===== config.mk =====
export PLATFORM = sky130hd
export DESIGN_NAME = gb_bus_arbiter_flat
export DESIGN_NICKNAME = d
export VERILOG_FILES = /design/src/rtl/gb_bus_pkg.sv /design/src/rtl/gb_bus_if.sv /design/src/rtl/gb_arb_picker.sv /design/src/rtl/gb_bus_arbiter.sv /design/src/flat_wrapper.sv
export SDC_FILE = /design/constraint.sdc
export NUM_CORES = 1
export LEC_CHECK = 0
export ABC_AREA = 1
export CORE_ASPECT_RATIO = 0.7
export CORE_MARGIN = 1
export CORE_UTILIZATION = 40
export CTS_CLUSTER_DIAMETER = 200
export DETAILED_ROUTE_END_ITERATION = 10
export PLACE_DENSITY = 0.85
export SLEW_MARGIN = 0
export SYNTH_ARGS = -nofsm -noshare
export SYNTH_HDL_FRONTEND = slang
export SYNTH_HIERARCHICAL = 1
export SYNTH_SLANG_ARGS = --single-unit

===== constraint.sdc =====
create_clock -name clk -period 3.61 [get_ports clk]
set_clock_uncertainty 0.2 [all_clocks]
set_input_delay 0.722 -clock clk [delete_from_list [all_inputs] [get_ports clk]]
set_output_delay 0.722 -clock clk [all_outputs]
set_load 0.005 [all_outputs]

===== src/rtl/gb_bus_pkg.sv =====
// Shared definitions for the global-bus arbiter: arbitration modes and the
// layout of each requester's valid/destination index field.
package gb_bus_pkg;

  typedef enum logic {
    ARB_FIXED = 1'b0,
    ARB_RR    = 1'b1
  } arb_mode_e;

  localparam int IDX_VALID_BIT = 0;
  localparam int IDX_DEST_LSB  = 1;

  function automatic int gb_idx_len(input int log_num_pu);
    return log_num_pu + 1;
  endfunction

endpackage


===== src/rtl/gb_bus_if.sv =====
// Bundle of per-PU request lanes and the shared registered bus outputs.
// The arbiter takes the slave side; the requesters take the master side.
interface gb_bus_if
  import gb_bus_pkg::*;
#(
  parameter int logNumPu = 3,
  parameter int dataLen  = 16
);
  localparam int numPu  = 1 << logNumPu;
  localparam int idxLen = gb_idx_len(logNumPu);

  logic [dataLen*numPu-1:0] req_data;
  logic [idxLen*numPu-1:0]  req_idx;
  logic [numPu-1:0]         req_lock;
  logic [numPu-1:0]         req_ready;
  logic [dataLen-1:0]       bus_data_out;
  logic [numPu-1:0]         bus_data_out_v;
  logic [logNumPu-1:0]      grant_id;
  logic                     bus_locked;

  modport slave (
    input  req_data, req_idx, req_lock,
    output req_ready, bus_data_out, bus_data_out_v, grant_id, bus_locked
  );

  modport master (
    output req_data, req_idx, req_lock,
    input  req_ready, bus_data_out, bus_data_out_v, grant_id, bus_locked
  );
endinterface


===== src/rtl/gb_arb_picker.sv =====
// Combinational rotate-and-priority-encode: first set request found scanning
// from the start index upward, modulo the PU count.
module gb_arb_picker
  import gb_bus_pkg::*;
#(
  parameter int        logNumPu = 3,
  parameter arb_mode_e arbMode  = ARB_RR
) (
  input  logic [(1<<logNumPu)-1:0] req,
  input  logic [logNumPu-1:0]      start_idx,
  output logic [(1<<logNumPu)-1:0] grant,
  output logic [logNumPu-1:0]      grant_idx,
  output logic                     grant_any
);
  localparam int numPu = 1 << logNumPu;

  logic [logNumPu-1:0] base;
  logic [logNumPu-1:0] cand;

  assign base = (arbMode == ARB_FIXED) ? '0 : start_idx;

  // Scan from the far end back to the start so the nearest request wins.
  always_comb begin
    grant_idx = '0;
    grant_any = 1'b0;
    cand      = '0;
    for (int i = numPu - 1; i >= 0; i--) begin
      cand = base + logNumPu'(i);
      if (req[cand]) begin
        grant_idx = cand;
        grant_any = 1'b1;
      end
    end
    grant = '0;
    if (grant_any) grant[grant_idx] = 1'b1;
  end

endmodule


===== src/rtl/gb_bus_arbiter.sv =====
// Registered global-bus arbiter: one grant per cycle with optional packet
// locking, winning word and one-hot destination strobe registered onto the bus.
module gb_bus_arbiter
  import gb_bus_pkg::*;
#(
  parameter int        logNumPu = 3,
  parameter int        dataLen  = 16,
  parameter arb_mode_e arbMode  = ARB_RR
) (
  input logic     clk,
  input logic     reset,
  gb_bus_if.slave bus
);
  localparam int numPu  = 1 << logNumPu;
  localparam int idxLen = gb_idx_len(logNumPu);

  logic [numPu-1:0]    req_valid;
  logic [numPu-1:0]    pick_grant;
  logic [logNumPu-1:0] pick_idx;
  logic                pick_any;

  logic [numPu-1:0]    xfer_grant;
  logic [logNumPu-1:0] xfer_idx;
  logic                xfer;
  logic [logNumPu-1:0] dest;

  logic [logNumPu-1:0] ptr_q, ptr_d;
  logic                lock_v_q, lock_v_d;
  logic [logNumPu-1:0] lock_id_q, lock_id_d;
  logic [dataLen-1:0]  bus_data_q, bus_data_d;
  logic [numPu-1:0]    bus_v_q, bus_v_d;
  logic [logNumPu-1:0] grant_id_q, grant_id_d;

  always_comb begin
    req_valid = '0;
    for (int i = 0; i < numPu; i++) begin
      req_valid[i] = bus.req_idx[i*idxLen + IDX_VALID_BIT];
    end
  end

  gb_arb_picker #(
    .logNumPu (logNumPu),
    .arbMode  (arbMode)
  ) u_picker (
    .req       (req_valid),
    .start_idx (ptr_q),
    .grant     (pick_grant),
    .grant_idx (pick_idx),
    .grant_any (pick_any)
  );

  // A held lock overrides arbitration only while its owner is still valid.
  always_comb begin
    xfer_grant = pick_grant;
    xfer_idx   = pick_idx;
    xfer       = pick_any;
    if (lock_v_q && req_valid[lock_id_q]) begin
      xfer_grant            = '0;
      xfer_grant[lock_id_q] = 1'b1;
      xfer_idx              = lock_id_q;
      xfer                  = 1'b1;
    end
  end

  assign bus.req_ready = xfer_grant;

  always_comb begin
    dest       = bus.req_idx[xfer_idx*idxLen + IDX_DEST_LSB +: logNumPu];
    ptr_d      = ptr_q;
    lock_v_d   = 1'b0;
    lock_id_d  = lock_id_q;
    bus_data_d = bus_data_q;
    bus_v_d    = '0;
    grant_id_d = grant_id_q;
    if (xfer) begin
      bus_data_d    = bus.req_data[xfer_idx*dataLen +: dataLen];
      bus_v_d[dest] = 1'b1;
      grant_id_d    = xfer_idx;
      ptr_d         = xfer_idx + logNumPu'(1);
      lock_v_d      = bus.req_lock[xfer_idx];
      lock_id_d     = xfer_idx;
    end
  end

  always_ff @(posedge clk or negedge reset) begin
    if (!reset) begin
      ptr_q      <= '0;
      lock_v_q   <= 1'b0;
      lock_id_q  <= '0;
      bus_data_q <= '0;
      bus_v_q    <= '0;
      grant_id_q <= '0;
    end else begin
      ptr_q      <= ptr_d;
      lock_v_q   <= lock_v_d;
      lock_id_q  <= lock_id_d;
      bus_data_q <= bus_data_d;
      bus_v_q    <= bus_v_d;
      grant_id_q <= grant_id_d;
    end
  end

  assign bus.bus_data_out   = bus_data_q;
  assign bus.bus_data_out_v = bus_v_q;
  assign bus.grant_id       = grant_id_q;
  assign bus.bus_locked     = lock_v_q;

endmodule


===== src/flat_wrapper.sv =====
// flat-port wrapper written by rule: the top's interface ports become plain ports
module gb_bus_arbiter_flat import gb_bus_pkg::*;
#(
  parameter int        logNumPu = 3,
  parameter int        dataLen  = 16,
  parameter arb_mode_e arbMode  = ARB_RR
)
  (clk, reset, bus_req_data, bus_req_idx, bus_req_lock, bus_req_ready, bus_bus_data_out, bus_bus_data_out_v, bus_grant_id, bus_bus_locked);
  gb_bus_if #(.logNumPu(logNumPu), .dataLen(dataLen)) bus_i ();
  input logic clk;
  input logic reset;
  input wire logic [$bits(bus_i.req_data)-1:0] bus_req_data;
  input wire logic [$bits(bus_i.req_idx)-1:0] bus_req_idx;
  input wire logic [$bits(bus_i.req_lock)-1:0] bus_req_lock;
  output wire logic [$bits(bus_i.req_ready)-1:0] bus_req_ready;
  output wire logic [$bits(bus_i.bus_data_out)-1:0] bus_bus_data_out;
  output wire logic [$bits(bus_i.bus_data_out_v)-1:0] bus_bus_data_out_v;
  output wire logic [$bits(bus_i.grant_id)-1:0] bus_grant_id;
  output wire logic [$bits(bus_i.bus_locked)-1:0] bus_bus_locked;
  assign bus_i.req_data = bus_req_data;
  assign bus_i.req_idx = bus_req_idx;
  assign bus_i.req_lock = bus_req_lock;
  assign bus_req_ready = bus_i.req_ready;
  assign bus_bus_data_out = bus_i.bus_data_out;
  assign bus_bus_data_out_v = bus_i.bus_data_out_v;
  assign bus_grant_id = bus_i.grant_id;
  assign bus_bus_locked = bus_i.bus_locked;
  gb_bus_arbiter #(.logNumPu(logNumPu), .dataLen(dataLen), .arbMode(arbMode)) u_core (.clk(clk), .reset(reset), .bus(bus_i));
endmodule

==> results.yml <==
flow_run:
  max_cap_viol_count: 0
yosys:
  synthDominantCellAreaShare_pct: 24.4
  synth.net_count: 833
  synthCells: 660
  async_reset_ff_share_pct: 100
  syn_area_um2: 3700
  synth_commonest_cells: "nand2_1 (240), nand3_1 (122), inv_1 (77)"
  synth.largest_area_cell: "nand2_1"
  synth_seq_cells: 31
  synth-seq-area-share_pct: 21.0
  synth_area_leaders: "nand2_1 (24%), dfrtp_1 (21%), nand3_1 (17%)"
  yosys_warnings: 6
  avgSynthCellArea_um2: 5.60
  synthFlopType: "dfrtp_1"
  synth_edf_count: 0
  yosysMostFrequentCell: "nand2_1"
  yosysUniqueCellTypes: 27
detailed_routing:
  dr.pass1.iters: 5
  drt-initial-drc-count: 452
  vias: 5202
  avgRoutedWirePerCell_um: 15.2
  drc_errors: 0
  wirelength_mm: 15.0
  ant_nets: 0
  via_per_inst: 5.29
worst_setup_path:
  cp-startpoint: "u_core/ptr_q[1]"
  worstPathArrival_ps: 2500
  cp_top_family: "simple AND/OR/NAND/NOR gates"
  slowest_delay_ps: 390
  worst_setup_path_end_kind: "output port"
  crit_top_cell: "nand2_1"
  cp.required_ps: 2690
  path_class: "reg -> out"
  cp.buffers_inverters: 5
  crit_path_start_kind: "flop"
  crit_chain: "buf_6 -> ha_1 -> inv_1 -> nand2_1 -> nand2_2 -> inv_1 -> nand3_2 -> nand2_1 -> inv_1 -> nand2_1 -> nand2_1 -> nand2_1 -> nand3_1 -> nand2_1 -> a21boi_1 -> nand3_1 -> nor2_1 -> nand2_1 -> o31ai_1 -> buf_2"
  r2r_start: "u_core/ptr_q[0]"
  crit_path_max_fanout: 8
  slowest_stage: "dfrtp_1"
timing:
  drv_slew: 0
  post-route-period-util_pct: 94.8
  worstMarginPinSlew_ps: 746
  min_period_ps: 3420
  relSlewSlack_pct: 50.3
  finalHoldViolCount: 0
  final-setup-viol-count: 0
  clock.fmax_mhz: 292
  fin_worst_hold_slack_ps: 296
cts:
  cts.path.max_buffers: 2
  cts_buffers: 5
  clk_pin_slew_ps: 50
  htreeDepth: 2
  cts_tree: "yes"
  clock-sinks: 31
  clock_latency_ps: 280
  clockRootBuffer: "clkbuf_16"
cells_and_area:
  nNetsFinal: 1037
  fillerInstances: 736
  syn2layout_area_growth_pct: 65.7
  utilization_pct: 70.3
  drive_gt1_share_pct: 10.1
  antennaDiodeCount: 0
floorplanning:
  die_y_um: 82.5
  initial_core_util_pct: 42.4
  rows: 28
  io_pins: 206
  die_area_um2: 9640
  fp.dieW_um: 117
  core_area_um2: 8720
placed_design:
  dp_hpwl_mm: 11.5
  globalplace.congestion: 1.06
  io_buffers: 205
grt:
  grt_max_degree: 88
  overflow: 0
  grt_pass1_wl_mm: 22.1
  antenna_found_initial: 0
  track_usage_pct: 29.9
  grt_pass1_vias: 4661
run_status:
  status: "finished, final reports clean"
min_path:
  hold_class: "reg -> reg"
  worstHoldStart: "u_core/bus.bus_data_out[3]"
-- worst paths after layout --
path | cells past startpoint | to | slack (ps)
setup reg to reg | 23 | u_core/bus.bus_data_out[8] | 340
max in group asynchronous | 1 | u_core/bus.bus_data_out[3] | 2420
setup / recovery | 20 | bus_req_ready[3] | 190
hold / removal | 2 | u_core/bus.bus_data_out[3] | 300
hold reg to reg | 2 | u_core/bus.bus_data_out[3] | 300
min in group asynchronous | 1 | u_core/bus.bus_data_out[4] | 310
-- state kept, by name (all words and copies together) (netlist names) --
register and count:
u_core/bus.bus_data_out_v 8, u_core/ptr_q 3, u_core/lock_id_q 3, u_core/bus.bus_data_out 16, u_core/bus.bus_locked 1
-- cell families after synthesis --
kind of cell    Yosys count  share of synthesized area (%)
simple gates            420                           48.7
buf+inv                 121                           14.5
compound gates           84                           14.3
flops                    31                           21.0
fa+ha+maj                 3                           1.01
xor+xnor                  1                          0.440
-- metal layers --
layer	up-vias	part of all wire [%]	global-route usage, %
met5	-	0	0
met4	0	2.7	10.8
met3	44	10	7.66
met2	319	45	48.8
met1	2303	42	38.4
li1	2536	-	-
-- tightest hold or removal path, delay by kind of cell, from the launching register on --
| kind | cells | cell delay, ps |
|---|---|---|
| flops | 1 | 340 |
| simple gates | 2 | 130 |
-- layout make-up --
cell class              instances  area, µm²  share of cell area (%)
clock buffers                   6        139                    2.27
clock inverters                 1       5.00                  0.0816
inverters                      86        323                    5.27
multi-input cells             508       2480                    40.4
flip-flops and latches         31        776                    12.7
well taps                     120        150                    2.45
repair buffers                232       2260                    36.9
-- placed cells by master, fill, tap and decap left out --
| cell type | netlist | routed |
|---|---|---|
| nor3_1 | 1 | 1 |
| inv_2 | 9 | 11 |
| nand2_2 | 7 | 7 |
| nand3_2 | 4 | 11 |
| buf_12 | 0 | 4 |
| o21ai_2 | 0 | 1 |
| o211ai_1 | 29 | 29 |
| dlygate4sd2_1 | 0 | 7 |
| clkinv_2 | 0 | 1 |
| dlymetal6s2s_1 | 0 | 1 |
| clkdlybuf4s50_1 | 0 | 188 |
| o21ai_4 | 2 | 3 |
| nand4_1 | 1 | 1 |
| buf_2 | 13 | 8 |
| a21oi_1 | 5 | 4 |
| nor2_2 | 1 | 2 |
| a21boi_1 | 1 | 1 |
| buf_4 | 6 | 21 |
| a21oi_2 | 0 | 1 |
| o31ai_1 | 4 | 4 |
| nand2_4 | 1 | 4 |
| nor2_4 | 2 | 2 |
| o21bai_1 | 1 | 1 |
| inv_1 | 77 | 75 |
| nor2_1 | 41 | 40 |
| ha_1 | 3 | 2 |
| ha_4 | 0 | 1 |
| o21ai_0 | 29 | 29 |
| nand3_1 | 122 | 115 |
| clkbuf_8 | 0 | 1 |
| dfrtp_1 | 31 | 31 |
| clkbuf_16 | 0 | 5 |
| clkbuf_2 | 0 | 1 |
| xnor2_2 | 1 | 1 |
| nand2_1 | 240 | 237 |
| buf_6 | 6 | 2 |
| o21ai_1 | 13 | 11 |
-- stage by stage --
| step | setup TNS [ps] | worst slack (ps) | instance area, µm² | std cells |
|---|---|---|---|---|
| detailed placement | -3180 | -417 | 5950 | 976 |
| floorplan | 0 | 472 | 3700 | 660 |
| global route | -7.12 | -6.49 | 6130 | 984 |
| finish | 0 | 189 | 6130 | 984 |
| CTS | -32.9 | -32.9 | 6080 | 983 |
| global placement | -2650 | -355 | 5950 | 976 |
-- timing repair --
action	in CTS	in global routing
resized for setup	43	14
hold endpoints to repair	0	0
hold buffers	0	0
setup endpoints to repair	8	8
pin swaps	6	2
setup buffers	0	1
Power is left out: the tool's default activity adds up to more than one toggle a clock period on the data nets, which glitch-free logic cannot reach.
